<file path="config.mk">
export PLATFORM = sky130hd
export DESIGN_NAME = riscv_if_fetch_queue_flat
export DESIGN_NICKNAME = d
export VERILOG_FILES = /design/src/rtl/riscv_if_fetch_queue_if.sv /design/src/rtl/riscv_if_fetch_queue.sv /design/src/flat_wrapper.sv
export SDC_FILE = /design/constraint.sdc
export NUM_CORES = 1
export LEC_CHECK = 0
export CAP_MARGIN = 30
export CORE_MARGIN = 2
export CORE_UTILIZATION = 40
export CTS_CLUSTER_SIZE = 28
export DETAILED_ROUTE_END_ITERATION = 8
export SLEW_MARGIN = 20
export SYNTH_ARGS = -nofsm -noshare
export SYNTH_HDL_FRONTEND = slang
export SYNTH_SLANG_ARGS = --single-unit
export TNS_END_PERCENT = 5
</file>
<file path="constraint.sdc">
create_clock -name clk -period 9.3 [get_ports clk]
set_input_delay 2.325 -clock clk [delete_from_list [all_inputs] [get_ports clk]]
set_output_delay 2.325 -clock clk [all_outputs]
set_load 0.02 [all_outputs]
</file>
<file path="src/rtl/riscv_if_fetch_queue_if.sv">
// Fetch-queue port bundle: core-side parcel/next-PC signals plus the instruction memory read bus.
// master = fetch queue, slave = core and memory environment.
interface riscv_if_fetch_queue_if #(
    parameter int XLEN        = 32,
    parameter int PARCEL_SIZE = 32
);
    logic [XLEN-1:0]          if_nxt_pc;
    logic                     if_stall_nxt_pc;
    logic                     if_stall;
    logic                     if_flush;
    logic [PARCEL_SIZE-1:0]   if_parcel;
    logic [XLEN-1:0]          if_parcel_pc;
    logic [PARCEL_SIZE/16-1:0] if_parcel_valid;
    logic                     if_parcel_misaligned;
    logic                     if_parcel_page_fault;
    logic                     mem_req;
    logic [XLEN-1:0]          mem_adr;
    logic                     mem_ack;
    logic [PARCEL_SIZE-1:0]   mem_q;
    logic                     mem_err;

    modport master (
        input  if_nxt_pc, if_stall, if_flush, mem_ack, mem_q, mem_err,
        output if_stall_nxt_pc, if_parcel, if_parcel_pc, if_parcel_valid,
               if_parcel_misaligned, if_parcel_page_fault, mem_req, mem_adr
    );

    modport slave (
        output if_nxt_pc, if_stall, if_flush, mem_ack, mem_q, mem_err,
        input  if_stall_nxt_pc, if_parcel, if_parcel_pc, if_parcel_valid,
               if_parcel_misaligned, if_parcel_page_fault, mem_req, mem_adr
    );
endinterface

</file>
<file path="src/rtl/riscv_if_fetch_queue.sv">
// Instruction fetch front end: single-outstanding memory reads feeding a small parcel FIFO.
//   state   | meaning
//   IDLE    | ready to accept if_nxt_pc when the FIFO has room
//   REQ     | read outstanding, mem_req/mem_adr held until mem_ack
//   DISCARD | read outstanding after a flush, response is dropped
module riscv_if_fetch_queue #(
    parameter int XLEN        = 32,
    parameter int PARCEL_SIZE = 32,
    parameter int DEPTH       = 4
) (
    input logic                     clk,
    input logic                     rstn,
    riscv_if_fetch_queue_if.master  bus
);
    localparam int PTR_W = $clog2(DEPTH);
    localparam int CNT_W = PTR_W + 1;
    localparam int VW    = PARCEL_SIZE / 16;

    typedef enum logic [1:0] {
        IDLE    = 2'd0,
        REQ     = 2'd1,
        DISCARD = 2'd2
    } state_t;

    state_t            state_q, state_d;
    logic              mem_req_q, mem_req_d;
    logic [XLEN-1:0]   mem_adr_q, mem_adr_d;

    logic [PTR_W-1:0]  rd_ptr, wr_ptr;
    logic [CNT_W-1:0]  count;
    logic [PARCEL_SIZE-1:0] store_parcel [DEPTH];
    logic [XLEN-1:0]        store_pc     [DEPTH];
    logic                   store_mis    [DEPTH];
    logic                   store_pf     [DEPTH];

    logic                   stall_nxt_pc, accept, pc_aligned, head_valid, pop, push;
    logic [PARCEL_SIZE-1:0] push_parcel;
    logic [XLEN-1:0]        push_pc;
    logic                   push_mis, push_pf;
    logic [PTR_W-1:0]       push_idx;

    // Back-pressure depends on registered state only.
    assign stall_nxt_pc = (state_q != IDLE) || (count == CNT_W'(DEPTH));
    assign accept       = !stall_nxt_pc;
    assign pc_aligned   = (bus.if_nxt_pc[1:0] == 2'b00);
    assign head_valid   = (count != '0);
    assign pop          = head_valid && !bus.if_stall;

    always_comb begin
        state_d     = state_q;
        mem_req_d   = mem_req_q;
        mem_adr_d   = mem_adr_q;
        push        = 1'b0;
        push_parcel = '0;
        push_pc     = '0;
        push_mis    = 1'b0;
        push_pf     = 1'b0;
        case (state_q)
            IDLE: begin
                if (accept) begin
                    if (pc_aligned) begin
                        state_d   = REQ;
                        mem_req_d = 1'b1;
                        mem_adr_d = bus.if_nxt_pc;
                    end else begin
                        // Misaligned fetches complete locally, even in a flush cycle.
                        push     = 1'b1;
                        push_pc  = bus.if_nxt_pc;
                        push_mis = 1'b1;
                    end
                end
            end
            REQ: begin
                if (bus.mem_ack) begin
                    state_d     = IDLE;
                    mem_req_d   = 1'b0;
                    push        = !bus.if_flush;
                    push_parcel = bus.mem_q;
                    push_pc     = mem_adr_q;
                    push_pf     = bus.mem_err;
                end else if (bus.if_flush) begin
                    state_d = DISCARD;
                end
            end
            DISCARD: begin
                if (bus.mem_ack) begin
                    state_d   = IDLE;
                    mem_req_d = 1'b0;
                end
            end
            default: begin
                state_d   = IDLE;
                mem_req_d = 1'b0;
            end
        endcase
    end

    always_ff @(posedge clk) begin
        if (!rstn) begin
            state_q   <= IDLE;
            mem_req_q <= 1'b0;
            mem_adr_q <= '0;
        end else begin
            state_q   <= state_d;
            mem_req_q <= mem_req_d;
            mem_adr_q <= mem_adr_d;
        end
    end

    // A flush restarts the FIFO at slot 0; a surviving push lands there.
    always_ff @(posedge clk) begin
        if (!rstn) begin
            rd_ptr <= '0;
            wr_ptr <= '0;
            count  <= '0;
        end else if (bus.if_flush) begin
            rd_ptr <= '0;
            wr_ptr <= push ? PTR_W'(1) : '0;
            count  <= push ? CNT_W'(1) : '0;
        end else begin
            if (push) wr_ptr <= wr_ptr + PTR_W'(1);
            if (pop)  rd_ptr <= rd_ptr + PTR_W'(1);
            if (push && !pop)      count <= count + CNT_W'(1);
            else if (!push && pop) count <= count - CNT_W'(1);
        end
    end

    assign push_idx = bus.if_flush ? '0 : wr_ptr;

    always_ff @(posedge clk) begin
        if (push) begin
            store_parcel[push_idx] <= push_parcel;
            store_pc[push_idx]     <= push_pc;
            store_mis[push_idx]    <= push_mis;
            store_pf[push_idx]     <= push_pf;
        end
    end

    assign bus.if_stall_nxt_pc      = stall_nxt_pc;
    assign bus.mem_req              = mem_req_q;
    assign bus.mem_adr              = mem_adr_q;
    assign bus.if_parcel_valid      = {VW{head_valid}};
    assign bus.if_parcel            = head_valid ? store_parcel[rd_ptr] : '0;
    assign bus.if_parcel_pc         = head_valid ? store_pc[rd_ptr]     : '0;
    assign bus.if_parcel_misaligned = head_valid && store_mis[rd_ptr];
    assign bus.if_parcel_page_fault = head_valid && store_pf[rd_ptr];
endmodule

</file>
<file path="src/flat_wrapper.sv">
// flat-port wrapper written by rule: the top's interface ports become plain ports
module riscv_if_fetch_queue_flat 
#(
    parameter int XLEN        = 32,
    parameter int PARCEL_SIZE = 32,
    parameter int DEPTH       = 4
)
  (clk, rstn, bus_if_nxt_pc, bus_if_stall, bus_if_flush, bus_mem_ack, bus_mem_q, bus_mem_err, bus_if_stall_nxt_pc, bus_if_parcel, bus_if_parcel_pc, bus_if_parcel_valid, bus_if_parcel_misaligned, bus_if_parcel_page_fault, bus_mem_req, bus_mem_adr);
  riscv_if_fetch_queue_if #(.XLEN(XLEN), .PARCEL_SIZE(PARCEL_SIZE)) bus_i ();
  input logic clk;
  input logic rstn;
  input wire logic [$bits(bus_i.if_nxt_pc)-1:0] bus_if_nxt_pc;
  input wire logic [$bits(bus_i.if_stall)-1:0] bus_if_stall;
  input wire logic [$bits(bus_i.if_flush)-1:0] bus_if_flush;
  input wire logic [$bits(bus_i.mem_ack)-1:0] bus_mem_ack;
  input wire logic [$bits(bus_i.mem_q)-1:0] bus_mem_q;
  input wire logic [$bits(bus_i.mem_err)-1:0] bus_mem_err;
  output wire logic [$bits(bus_i.if_stall_nxt_pc)-1:0] bus_if_stall_nxt_pc;
  output wire logic [$bits(bus_i.if_parcel)-1:0] bus_if_parcel;
  output wire logic [$bits(bus_i.if_parcel_pc)-1:0] bus_if_parcel_pc;
  output wire logic [$bits(bus_i.if_parcel_valid)-1:0] bus_if_parcel_valid;
  output wire logic [$bits(bus_i.if_parcel_misaligned)-1:0] bus_if_parcel_misaligned;
  output wire logic [$bits(bus_i.if_parcel_page_fault)-1:0] bus_if_parcel_page_fault;
  output wire logic [$bits(bus_i.mem_req)-1:0] bus_mem_req;
  output wire logic [$bits(bus_i.mem_adr)-1:0] bus_mem_adr;
  assign bus_i.if_nxt_pc = bus_if_nxt_pc;
  assign bus_i.if_stall = bus_if_stall;
  assign bus_i.if_flush = bus_if_flush;
  assign bus_i.mem_ack = bus_mem_ack;
  assign bus_i.mem_q = bus_mem_q;
  assign bus_i.mem_err = bus_mem_err;
  assign bus_if_stall_nxt_pc = bus_i.if_stall_nxt_pc;
  assign bus_if_parcel = bus_i.if_parcel;
  assign bus_if_parcel_pc = bus_i.if_parcel_pc;
  assign bus_if_parcel_valid = bus_i.if_parcel_valid;
  assign bus_if_parcel_misaligned = bus_i.if_parcel_misaligned;
  assign bus_if_parcel_page_fault = bus_i.if_parcel_page_fault;
  assign bus_mem_req = bus_i.mem_req;
  assign bus_mem_adr = bus_i.mem_adr;
  riscv_if_fetch_queue #(.XLEN(XLEN), .PARCEL_SIZE(PARCEL_SIZE), .DEPTH(DEPTH)) u_core (.clk(clk), .rstn(rstn), .bus(bus_i));
endmodule
</file>
## Word level (Yosys, flattened, before mapping)

Memories as Yosys holds them, arrays and structs flattened. A register that Yosys moved wholly into a read port is not among the register bits.
Index checks and enable logic that the tools add are counted.

- $add $sub $neg: 4
- Equal/unequal tests: 8
- Mux-type cells: 43
- Bitwise operators: 2
- Reduce and logical (&&, ||, !) cells: 21

Operator list:

| cell | count |
|---|---|
| $mux W32 | 7 |
| $pmux W32 S2 | 1 |
| $mux W2 | 16 |
| $mux W1 | 13 |
| $mux W3 | 3 |
| $pmux W2 S3 | 1 |
| $reduce_and A3 Y1 | 2 |
| $reduce_bool A3 Y1 | 2 |
| $logic_and A1 B1 Y1 | 5 |
| $add A2 B1 Y2 const B | 2 |
| $logic_not A1 Y1 | 4 |
| $logic_not A2 Y1 | 2 |
| $ne A2 B1 Y1 const B | 2 |
| $ne A2 B2 Y1 const B | 2 |
| $pmux W1 S2 | 2 |
| $reduce_and A4 Y1 | 1 |
| $reduce_bool A2 Y1 | 2 |
| $reduce_or A2 Y1 | 2 |
| $add A3 B1 Y3 const B | 1 |
| $eq A3 B3 Y1 const B | 1 |
| $ne A3 B3 Y1 const B | 1 |
| $sub A3 B1 Y3 const B | 1 |
| $eq A2 B1 Y1 const B | 1 |
| $eq A2 B2 Y1 const B | 1 |
| other kinds (2) | 3 |

- Flip-flop bits (word level): 42
- Bits in writable memories: 264
- Input bits: 70
- Output and inout port bits: 102
- Logic and storage cells: 88
- Memories: 4

Memories:

| name | words | bits a word | rd ports | clocked after Yosys merged registers in | write ports | line | RTL |
|---|---|---|---|---|---|---|---|
| u_core.store_parcel | 4 | 32 | 1 | 1 | 1 | riscv_if_fetch_queue.sv:31 | `logic [PARCEL_SIZE-1:0] store_parcel [DEPTH];` |
| u_core.store_pc | 4 | 32 | 1 | 1 | 1 | riscv_if_fetch_queue.sv:32 | `logic [XLEN-1:0] store_pc [DEPTH];` |
| u_core.store_mis | 4 | 1 | 1 | 1 | 1 | riscv_if_fetch_queue.sv:33 | `logic store_mis [DEPTH];` |
| u_core.store_pf | 4 | 1 | 1 | 1 | 1 | riscv_if_fetch_queue.sv:34 | `logic store_pf [DEPTH];` |

## Logic depth before layout (Yosys ltp)

Gate-level depths: netlist of run 1.

- Depth in word-level cells: 9
- Mapped depth: 11

## Worst setup path after synthesis of run 1

OpenSTA, ideal clock, no wires.

- Kind: in2reg
- Start point: in bus_mem_ack
- End point: mem u_core.store_mis[2] (enable)
- Arrival time: 7385 ps
- Data required time: 8729 ps
- Slack: 1343 ps
- Stages: 5
- Path buffers: 1
- Cells stage by stage: buf_4 -> nand2_2 -> o22ai_1 -> nand2_1 -> nor3_1

- Word-level cells in the longest chain between the ends: 4

RTL lines:

| item | line | RTL |
|---|---|---|
| from (decl) | flat_wrapper.sv:15 | `input wire logic [$bits(bus_i.mem_ack)-1:0] bus_mem_ack;` |
| $mux W1 | riscv_if_fetch_queue.sv:74 | `if (bus.mem_ack) begin` |
| $pmux W1 S2 | riscv_if_fetch_queue.sv:58 | `case (state_q)` |
| $mux W1 | riscv_if_fetch_queue.sv:131 | `if (push) begin` |
| $mux W1 (implied by the code) | riscv_if_fetch_queue.sv:134 | `store_mis[push_idx] <= push_mis;` |
| to (decl) | riscv_if_fetch_queue.sv:33 |  |

No other way between the ends.

==> summary.md, run 1 <==
| Metric | Value |
|---|---|
| Status | finished clean |
| Hold Violations, Final | 0 |
| Post-placement cell area | 14500 sq um |
| Synth Area in Compound Gates | 0.0458 |
| Hold Crit Class | flop to flop |
| Proportion of synthesized area in mux cells | 0.121 |
| # resized after CTS | 0 |
| Place WS | 3.51 ns |
| Initial antenna violation count | 0 |
| Num ports | 172 |
| Initial DRT Pass Iterations | 5 |
| CTS H-tree lvls | 1 |
| Final setup margin | 3.54 ns |
| Xor/xnor share of the synthesized area | 0.00426 |
| Max FO, Critical Path | 39 |
| Fill cells | 2549 |
| Clk_skew | 0.00706 ns |
| Syn_nets | 797 |
| Final core utilization | 0.509 |
| CP Cell Sequence | buf_4, mux4_2, nor2b_1, clkdlybuf4s50_1 |
| Max-slew violations | 0 |
| Largest delay contributor family on the critical path | buffers and inverters |
| Synth cell types | 47 |
| Highest Clock Rate | 174 MHz |
| Gpl congestion | 0.755 |
| Synth area leaders | edfxtp_1, mux4_2, dfxtp_1 |
| Most common cell in the netlist | edfxtp_1 |
| Number of nets in the layout | 966 |
| Congestion Overflow GR | 0 |
| Max incr delay on CP | 0.75 ns |
| Core area | 30400 sq um |
| Die W | 180 um |
| Cts bufs inserted | 31 |
| Proportion of layout cells with a drive suffix above 1 | 0.155 |
| Largest net degree at the start of global routing | 64 |
| Commonest cells in the synthesized netlist | edfxtp_1, nor2b_1, mux4_2, nand2_1, dfxtp_1 |
| Worst skew pair latency | 0.55 ns |
| Arrival time at the worst endpoint | 3.43 ns |
| #FFs+latches synth | 308 |
| IO buf count | 171 |
| Mapped cell area | 12300 sq um |
| Clock transition at path regs | 0.06 ns |
| Avg Synthesized Cell Area | 17.1 sq um |
| Final Setup Violations | 0 |
| Drt drc | 0 |
| Post-synth ARST share | 0 |
| GRT Total Usage | 0.166 |
| Hold slack | 0.468 ns |
| Final wirelength | 27.0 mm |
| Worst EP required | 6.98 ns |
| Worst Tran Pin Value | 0.835 ns |
| Seq/Total Area, Yosys | 0.715 |
| MaxCap Viol Count | 0 |
| Share of the synthesized area in the top cell type | 0.643 |
| Synth warn | 0 |
| FP Rows | 64 |
| CTS Sinks | 308 |
| WL/cell | 20.6 um |
| Number of synthesized flops with an enable pin | 264 |
| Post-CTS Repair Setup Buffers | 0 |
| Crit path launch type | flop |
| PwrDens | 224 nW/um^2 |
| Vias per cell | 5.20 |
| Placed cells | 1253 |
| Total number of vias | 6820 |
| Total power | 3.46 mW |
| Starting DRT DRC Count | 516 |
| P_leak | 5.23 nW |
| N_diodes | 0 |
| Post-route insts no fill | 1312 |
| Mapped Cells | 723 |
| Crit. End Element | output port |
| Post-route clock period utilization | 0.619 |
| Simple-gate share of the synthesized area | 0.0873 |
| Post-detail-place hpwl | 16.3 mm |
| Post-route ant nets | 0 |
| Die area | 32200 sq um |
| Layout area overhead | 25.6% |
| Synth Area in Adders | 0.00467 |
| R2R Setup Slk | 6.22 ns |
| Die Height | 180 um |
| Post-synth top area cell | edfxtp_1 |
| RSZ-0062 raised after global routing | false |
| TritonCTS clock tree | built |
| Peak supply drop | 0.138 mV |
| Top_reg_cell synth | edfxtp_1 |
| First-pass GRT wire length | 41.7 mm |
| Initial Util | 0.405 |
| Final instance area | 15500 sq um |
| Tmin final | 5.76 ns |
| Cts hold-fix bufs | 0 |
| Largest family of logic cells by synthesized area | multiplexers |
| CP bufs+invs | 2 |
| Final setup TNS | 0 ns |
| Worst Path Class, Setup | flop to output port |
| CTS root buffer | clkbuf_16 |
| CP max stage cell | buf_4 |
| Worst slew margin | 0.443 |
| Vias in the first global route | 7084 |
| Max clock buf depth | 3 |
==> kinds of logic after synthesis <==
logic type / after synthesis
buffers and inverters: 59
XOR/XNOR: 6
flip-flops: 308
multiplexers: 67
AND/OR/NAND/NOR: 199
AO/OA/AOI/OAI: 80
adder cells (fa/ha/maj): 4
==> tightest hold or removal path, cell delays in order (launching register included) <==
cell and delay (ns):
dfxtp_1 0.32, nand2_1 0.05, a21oi_1 0.05
==> where the power goes <==
part	leakage, nW	switching, mW	total (mW)	internal, mW
combinational	1.83	0.332	0.615	0.282
clock	0.483	0.492	1.20	0.711
sequential	2.92	0.0330	1.65	1.61
==> area by class of cell <==
class | count | area, sq um | area share
Sequential cell | 308 | 8820 | 0.569
Tap cell | 396 | 495 | 0.0320
Clock buffer | 43 | 841 | 0.0543
Multi-Input combinational cell | 356 | 3290 | 0.212
Clock inverter | 14 | 146 | 0.00945
Timing Repair Buffer | 186 | 1870 | 0.121
Inverter | 9 | 33.8 | 0.00218
==> sequential cells by signal, indices dropped and copies added (netlist names), named ones only <==
signal and flops:
u_core.wr_ptr 2, u_core.count 3, u_core.state_q 2, u_core.rd_ptr 2
u_core.bus.mem_adr 32, u_core.store_parcel 128, u_core.store_pc 128, u_core.bus.mem_req 1
u_core.store_pf 4, u_core.store_mis 4
==> cell usage in the layout, fill, tap and decap left out, types with 4 or more instances in the layout <==
master           instances
edfxtp_1               264
clkdlybuf4s50_1        171
nor2b_1                 67
mux4_2                  66
nand2_1                 63
dfxtp_1                 42
and3_1                  33
a21oi_1                 33
clkbuf_16               31
a22o_1                  30
buf_4                   12
nor2_1                  10
clkbuf_1                10
inv_1                    9
o21ai_0                  5
xnor2_1                  5
clkinv_1                 5
clkinv_2                 4
==> path summary, 6_finish.rpt <==
check	from	cells after the start	endpoint
max	flop	4	bus_if_parcel_pc[22]
min	u_core.bus.mem_adr[23]$_SDFFE_PN0P_	2	u_core.bus.mem_adr[23]$_SDFFE_PN0P_
max reg2reg	u_core.state_q[0]$_SDFFE_PN0P_	8	u_core.store_pc[3][26]$_DFFE_PP_
min reg2reg	u_core.bus.mem_adr[23]$_SDFFE_PN0P_	2	u_core.bus.mem_adr[23]$_SDFFE_PN0P_
==> metal layers <==
layer  GRT usage  up-vias  part of all wire  wire (um)
li1            -     3140                 -          -
met3      0.0223       38             0.042       1150
met5           0        -                 0          0
met4      0.0507        0             0.025        680
met2       0.286      158              0.50      13600
met1       0.219     3484              0.43      11600
(Power assumes the default switching activity.)
==> inputs of run 2 (changes only) <==
clock period = 4.7 ns   (was 9.3 ns; I/O delays follow)
==> run 2 against run 1 <==
- sequential share of layout area shrank 0.20 points
- highest routed layer unchanged
- clock power is 93% higher
- sequential cell count stayed put
- sequential power increased by 97%
- critical path type unchanged
==> summary.md, run 2 (synthesized netlist as in run 1, its figures left out) <==
| Metric | Value |
|---|---|
| Hold Crit Class | flop to flop (unchanged) |
| Drt drc | 0 (unchanged) |
| Initial antenna violation count | 1 (was 0) |
| R2R Setup Slk | 1.90 ns (was 6.22 ns) |
| Vias per cell | 5.21 (was 5.20) |
| Crit path launch type | flop (unchanged) |
| Reg2reg path depth | 8 (unchanged) |
| Commonest non-fill, non-tap cell in the layout | edfxtp_1 (unchanged) |
| Total number of vias | 6868 (was 6820) |
| Vias in the first global route | 7199 (was 7084) |
| CTS Sinks | 308 (unchanged) |
| Fill cells | 2540 (was 2549) |
| Final setup margin | 0.711 ns (was 3.54 ns) |
| Final setup TNS | 0 ns (unchanged) |
| P_leak | 5.26 nW (was 5.23 nW) |
| Post-detail-place hpwl | 16.4 mm (was 16.3 mm) |
| Worst Tran Pin Value | 0.768 ns (was 0.835 ns) |
| Worst skew pair latency | 0.57 ns (was 0.55 ns) |
| Num ports | 172 (unchanged) |
| Worst slew margin | 0.488 (was 0.443) |
| Worst Path Class, Setup | flop to output port (unchanged) |
| Proportion of layout cells with a drive suffix above 1 | 0.162 (was 0.155) |
| Status | finished clean (unchanged) |
| Max-slew violations | 0 (unchanged) |
| Post-route ant nets | 0 (unchanged) |
| Clk_skew | 0.0239 ns (was 0.00706 ns) |
| WL/cell | 20.9 um (was 20.6 um) |
| GRT Total Usage | 0.168 (was 0.166) |
| Max clock buf depth | 3 (unchanged) |
| CTS root buffer | clkbuf_16 (unchanged) |
| Hold slack | 0.470 ns (was 0.468 ns) |
| CTS H-tree lvls | 1 (unchanged) |
| Highest Clock Rate | 251 MHz |
| # resized after CTS | 0 (unchanged) |
| Place WS | 1.01 ns (was 3.51 ns) |
| Peak supply drop | 0.249 mV (was 0.138 mV) |
| Clock transition at path regs | 0.06 ns (about the same) |
| Commonest cells after routing, fill and taps aside | edfxtp_1, clkdlybuf4s50_1, nor2b_1 (unchanged) |
| Final Setup Violations | 0 (unchanged) |
| Starting DRT DRC Count | 615 (was 516) |
| Depth of the worst hold-timing path | 2 (unchanged) |
| Critical R2R Capture | u_core.store_parcel[3][10]$_DFFE_PP_ (was u_core.store_pc[3][26]$_DFFE_PP_) |
| Setup crit end | bus_if_parcel[14] (was bus_if_parcel_pc[22]) |
| Worst EP required | 3.52 ns (was 6.98 ns) |
| Initial DRT Pass Iterations | 4 (was 5) |
| Arrival time at the worst endpoint | 2.81 ns (was 3.43 ns) |
| TritonCTS clock tree | built (unchanged) |
| RR Startpoint | u_core.state_q[1]$_SDFFE_PN0P_ (was u_core.state_q[0]$_SDFFE_PN0P_) |
| Tmin final | 3.99 ns |
| IO buf count | 171 (unchanged) |
| Die Height | 180 um (unchanged) |
| Cts hold-fix bufs | 0 (unchanged) |
| PwrDens | 439 nW/um^2 (was 224 nW/um^2) |
| Core area | 30400 sq um (unchanged) |
| Largest net degree at the start of global routing | 63 (was 64) |
| Die W | 180 um (unchanged) |
| Initial Util | 0.405 (unchanged) |
| Congestion Overflow GR | 0 (unchanged) |
| Layout area overhead | 26.1% (was 25.6%) |
| MaxCap Viol Count | 0 (unchanged) |
| Crit. End Element | output port (unchanged) |
| Die area | 32200 sq um (unchanged) |
| FP Rows | 64 (unchanged) |
| Max FO, Critical Path | 28 (was 39) |
| Gpl congestion | 0.755 (about the same) |
| First-pass GRT wire length | 42.3 mm (was 41.7 mm) |
| Hold Violations, Final | 0 (unchanged) |
| Final wirelength | 27.5 mm (was 27.0 mm) |
| Number of nets in the layout | 970 (was 966) |
| Post-CTS Repair Setup Buffers | 0 (unchanged) |
| RSZ-0062 raised after global routing | false (unchanged) |
| Cts bufs inserted | 31 (unchanged) |
| Post-route clock period utilization | 0.849 |
[run 2: cell types whose count changed in the layout (fill, tap and decap cells not counted), sizes merged]
cell	previous run	this run
inv	10	11
diode	0	1
bufinv	3	1
buf	15	19
clkinv	10	11
[run 2: worst max-delay path, cell delays in order, from the launching register on]
cell,delay [ns]
dfxtp_4,0.65
buf_12,0.32
mux4_2,0.54
nor2b_1,0.16
clkdlybuf4s50_1,0.56
[run 2: layout make-up]
| cell class | count | area (sq um) | area share |
|---|---|---|---|
| repair buffers | 190 | 1940 | 0.125 |
| inverters | 9 | 33.8 | 0.00217 |
| clock inverters | 14 | 97.6 | 0.00628 |
| multi-input cells | 356 | 3290 | 0.212 |
| flip-flops and latches | 308 | 8820 | 0.567 |
| diodes | 1 | 2.50 | 0.000161 |
| clock buffers | 43 | 861 | 0.0554 |
| well taps | 396 | 495 | 0.0319 |
[run 2: through the flow]
step	utilization	power (mW)	instances	instance area [sq um]
after floorplan	-	4.02	723	12300
after global placement	0.479	4.56	1259	14600
after detailed placement	0.479	4.57	1259	14600
after CTS	0.511	6.90	1316	15500
after global routing	0.511	7.09	1317	15500
final	0.511	6.82	1317	15500
[run 2: metal layers]
layer  up-vias  wire (um)  part of all wire  track usage
met4         0        643             0.023       0.0514
met5         -          0                 0            0
met2       178      13200              0.48        0.276
met3        38       1250             0.046       0.0239
li1       3146          -                 -            -
met1      3506      12500              0.45        0.234
[run 2: report_power, final]
group / total [mW] / internal [mW] / switching [mW]
Combinational: 1.24 / 0.578 / 0.659
Clock: 2.32 / 1.33 / 0.998
Sequential: 3.25 / 3.19 / 0.0638
Total: 6.82 / 5.09 / 1.72
[run 2: worst min path at each step]
stage | from | end | slack (ns)
global route | u_core.bus.mem_adr[29]$_SDFFE_PN0P_ | u_core.bus.mem_adr[29]$_SDFFE_PN0P_ | 0.50
floorplan | u_core.state_q[1]$_SDFFE_PN0P_ | u_core.state_q[1]$_SDFFE_PN0P_ | 0.47
CTS | u_core.bus.mem_adr[4]$_SDFFE_PN0P_ | u_core.bus.mem_adr[4]$_SDFFE_PN0P_ | 0.47
finish | u_core.bus.mem_adr[23]$_SDFFE_PN0P_ | u_core.bus.mem_adr[23]$_SDFFE_PN0P_ | 0.47
global placement | u_core.bus.mem_adr[23]$_SDFFE_PN0P_ | u_core.bus.mem_adr[23]$_SDFFE_PN0P_ | 0.46
detailed placement | u_core.bus.mem_adr[4]$_SDFFE_PN0P_ | u_core.bus.mem_adr[4]$_SDFFE_PN0P_ | 0.46
==> inputs of run 3 (changes only) <==
clock period = 3.7 ns   (was 4.7 ns; I/O delays follow)
==> run 3 against run 2 <==
- final cell count grew 1.3%
- sequential share of layout area is 1.0 points lower
- non-clock buffer count grew 13
- setup slack worse by 0.40 ns
- final area is 1.9% higher
- utilization increased by 0.95 points
- total power up 34%
- wire length fell by 2.4%
- sequential cell count unchanged
- critical path depth unchanged
==> summary.md, run 3 (synthesized netlist as in run 1, its figures left out) <==
| Metric | Value |
|---|---|
| Status | finished clean (unchanged) |
| Die Height | 180 um (unchanged) |
| Drt drc | 0 (unchanged) |
| Initial antenna violation count | 0 (was 1) |
| Gpl congestion | 0.754 (was 0.755) |
| Core area | 30400 sq um (unchanged) |
| Final Setup Violations | 0 (unchanged) |
| Worst skew pair latency | 0.50 ns (was 0.57 ns) |
| P_leak | 5.41 nW (was 5.26 nW) |
| IO buf count | 171 (unchanged) |
| Post-route clock period utilization | 0.916 |
| Initial DRT Pass Iterations | 7 (was 4) |
| Die area | 32200 sq um (unchanged) |
| Post-CTS Repair Setup Buffers | 0 (unchanged) |
| MaxCap Viol Count | 0 (unchanged) |
| Post-detail-place hpwl | 16.2 mm (was 16.4 mm) |
| CTS H-tree lvls | 2 (was 1) |
| RSZ-0062 raised after global routing | false (unchanged) |
| Final setup TNS | 0 ns (unchanged) |
| Num ports | 172 (unchanged) |
| Total number of vias | 6865 (was 6868) |
| Proportion of layout cells with a drive suffix above 1 | 0.181 (was 0.162) |
| Worst Tran Pin Value | 0.533 ns (was 0.768 ns) |
| Worst slew margin | 0.644 (was 0.488) |
| Vias in the first global route | 7003 (was 7199) |
| Cts hold-fix bufs | 0 (unchanged) |
| Max-slew violations | 0 (unchanged) |
| Crit path launch type | flop (unchanged) |
| Arrival time at the worst endpoint | 2.46 ns (was 2.81 ns) |
| Largest net degree at the start of global routing | 67 (was 63) |
| Cts bufs inserted | 34 (was 31) |
| Number of nets in the layout | 986 (was 970) |
| Highest Clock Rate | 295 MHz |
| Int Power | 6.89 mW (was 5.09 mW) |
| PwrDens | 576 nW/um^2 (was 439 nW/um^2) |
| Vias per cell | 5.15 (was 5.21) |
| Die W | 180 um (unchanged) |
| CTS Sinks | 308 (unchanged) |
| Clock network fraction of total power | 0.373 (was 0.341) |
| Initial Util | 0.405 (unchanged) |
| Hold EP | u_core.bus.mem_adr[30]$_SDFFE_PN0P_ (was u_core.bus.mem_adr[23]$_SDFFE_PN0P_) |
| N_diodes | 0 (was 1) |
| Reg2reg path depth | 8 (unchanged) |
| Fill cells | 2512 (was 2540) |
| Clk_skew | 0.0218 ns (was 0.0239 ns) |
| CTS root buffer | clkbuf_16 (unchanged) |
| Commonest non-fill, non-tap cell in the layout | edfxtp_1 (unchanged) |
| Final instance area | 15800 sq um (was 15500 sq um) |
| Hold Crit Class | flop to flop (unchanged) |
| Gate power share | 0.174 (was 0.182) |
| Hold wc startpoint | u_core.bus.mem_adr[30]$_SDFFE_PN0P_ (was u_core.bus.mem_adr[23]$_SDFFE_PN0P_) |
| First-pass GRT wire length | 41.5 mm (was 42.3 mm) |
| FF/Latch Area | 8820 sq um (unchanged) |
| Tmin final | 3.39 ns |
| Sw frac | 0.244 (was 0.252) |
| Final wirelength | 26.9 mm (was 27.5 mm) |
| Post-route ant nets | 0 (unchanged) |
| Clock transition at path regs | 0.06 ns (about the same) |
| Worst Path Class, Setup | flop to output port (unchanged) |
| Multi-input combinational cell area | 3290 sq um (unchanged) |
| Hold Violations, Final | 0 (unchanged) |
| Max FO, Critical Path | 20 (was 28) |
| Max clock buf depth | 3 (unchanged) |
| Worst EP required | 2.77 ns (was 3.52 ns) |
| Congestion Overflow GR | 0 (unchanged) |
| Switching pwr | 2.23 mW (was 1.72 mW) |
| TritonCTS clock tree | built (unchanged) |
| Sequential share of power | 0.453 (was 0.477) |
| Crit. End Element | output port (unchanged) |
| R2R Setup Slk | 1.16 ns (was 1.90 ns) |
| Layout area overhead | 28.4% (was 26.1%) |
| GRT Total Usage | 0.166 (was 0.168) |
| Commonest cells after routing, fill and taps aside | edfxtp_1, clkdlybuf4s50_1, nor2b_1 (unchanged) |
| # resized after CTS | 0 (unchanged) |
| Critical R2R Capture | u_core.count[2]$_SDFFE_PN0P_ (was u_core.store_parcel[3][10]$_DFFE_PP_) |
| WL/cell | 20.1 um (was 20.9 um) |
| Depth of the worst hold-timing path | 2 (unchanged) |
| RR Startpoint | u_core.state_q[0]$_SDFFE_PN0P_ (was u_core.state_q[1]$_SDFFE_PN0P_) |
| Starting DRT DRC Count | 486 (was 615) |
| Post-placement cell area | 14600 sq um (about the same) |
| FP Rows | 64 (unchanged) |
| Peak supply drop | 0.297 mV (was 0.249 mV) |
[run 3: cell type report]
| class | count | area share |
|---|---|---|
| clock buffer | 49 | 0.0632 |
| clock inverter | 13 | 0.00949 |
| inverter | 9 | 0.00213 |
| multi-input combinational | 356 | 0.208 |
| sequential | 308 | 0.557 |
| tap | 396 | 0.0313 |
| timing repair buffer | 203 | 0.129 |
[run 3: metal layers]
layer	GRT usage	up-vias	share of wire
met1	0.222	3498	0.44
met2	0.281	154	0.50
met3	0.0298	36	0.041
met5	0	-	0
li1	-	3177	-
met4	0.0433	0	0.018
[run 3: critical path: stages (launching register included)]
cell             delay (ns)
dfxtp_4                0.46
buf_12                 0.23
mux4_2                 0.56
nor2b_1                0.15
clkdlybuf4s50_1        0.55
[run 3: power groups by stage]
stage | sequential, mW | clock (mW) | combinational [mW]
2_1_floorplan | 4.21 | 0 | 0.891
3_3_place_gp | 4.20 | 0 | 1.60
3_5_place_dp | 4.21 | 0 | 1.61
4_1_cts | 4.13 | 3.48 | 1.61
5_1_grt | 4.15 | 3.62 | 1.70
6_report | 4.13 | 3.40 | 1.59
[run 3: through the flow]
step	setup WS (ns)	hold slack, ns	total power [mW]	util	cells
2_1_floorplan	-1.01	0.466	5.10	-	723
3_3_place_gp	0.421	0.458	5.80	0.480	1264
3_5_place_dp	0.418	0.464	5.81	0.480	1264
4_1_cts	0.0672	0.469	9.22	0.518	1326
5_1_grt	0.194	0.483	9.47	0.520	1334
6_report	0.311	0.471	9.12	0.520	1334
[run 3: how the worst max path moves through the flow]
| stage | from | end | slack [ns] | depth (start not counted) |
|---|---|---|---|---|
| final | flop | bus_if_parcel_pc[28] | 0.31 | 4 |
| after global routing | flop | bus_if_parcel_pc[7] | 0.19 | 4 |
| after CTS | flop | bus_if_parcel_pc[6] | 0.07 | 4 |
| after detailed placement | bus_if_nxt_pc[0] | u_core.count[2]$_SDFFE_PN0P_ | 0.42 | 7 |
| after global placement | bus_if_nxt_pc[0] | u_core.count[2]$_SDFFE_PN0P_ | 0.42 | 7 |
| after floorplan | bus_mem_ack | u_core.store_mis[0]$_DFFE_PP_ | -1.01 | 5 |
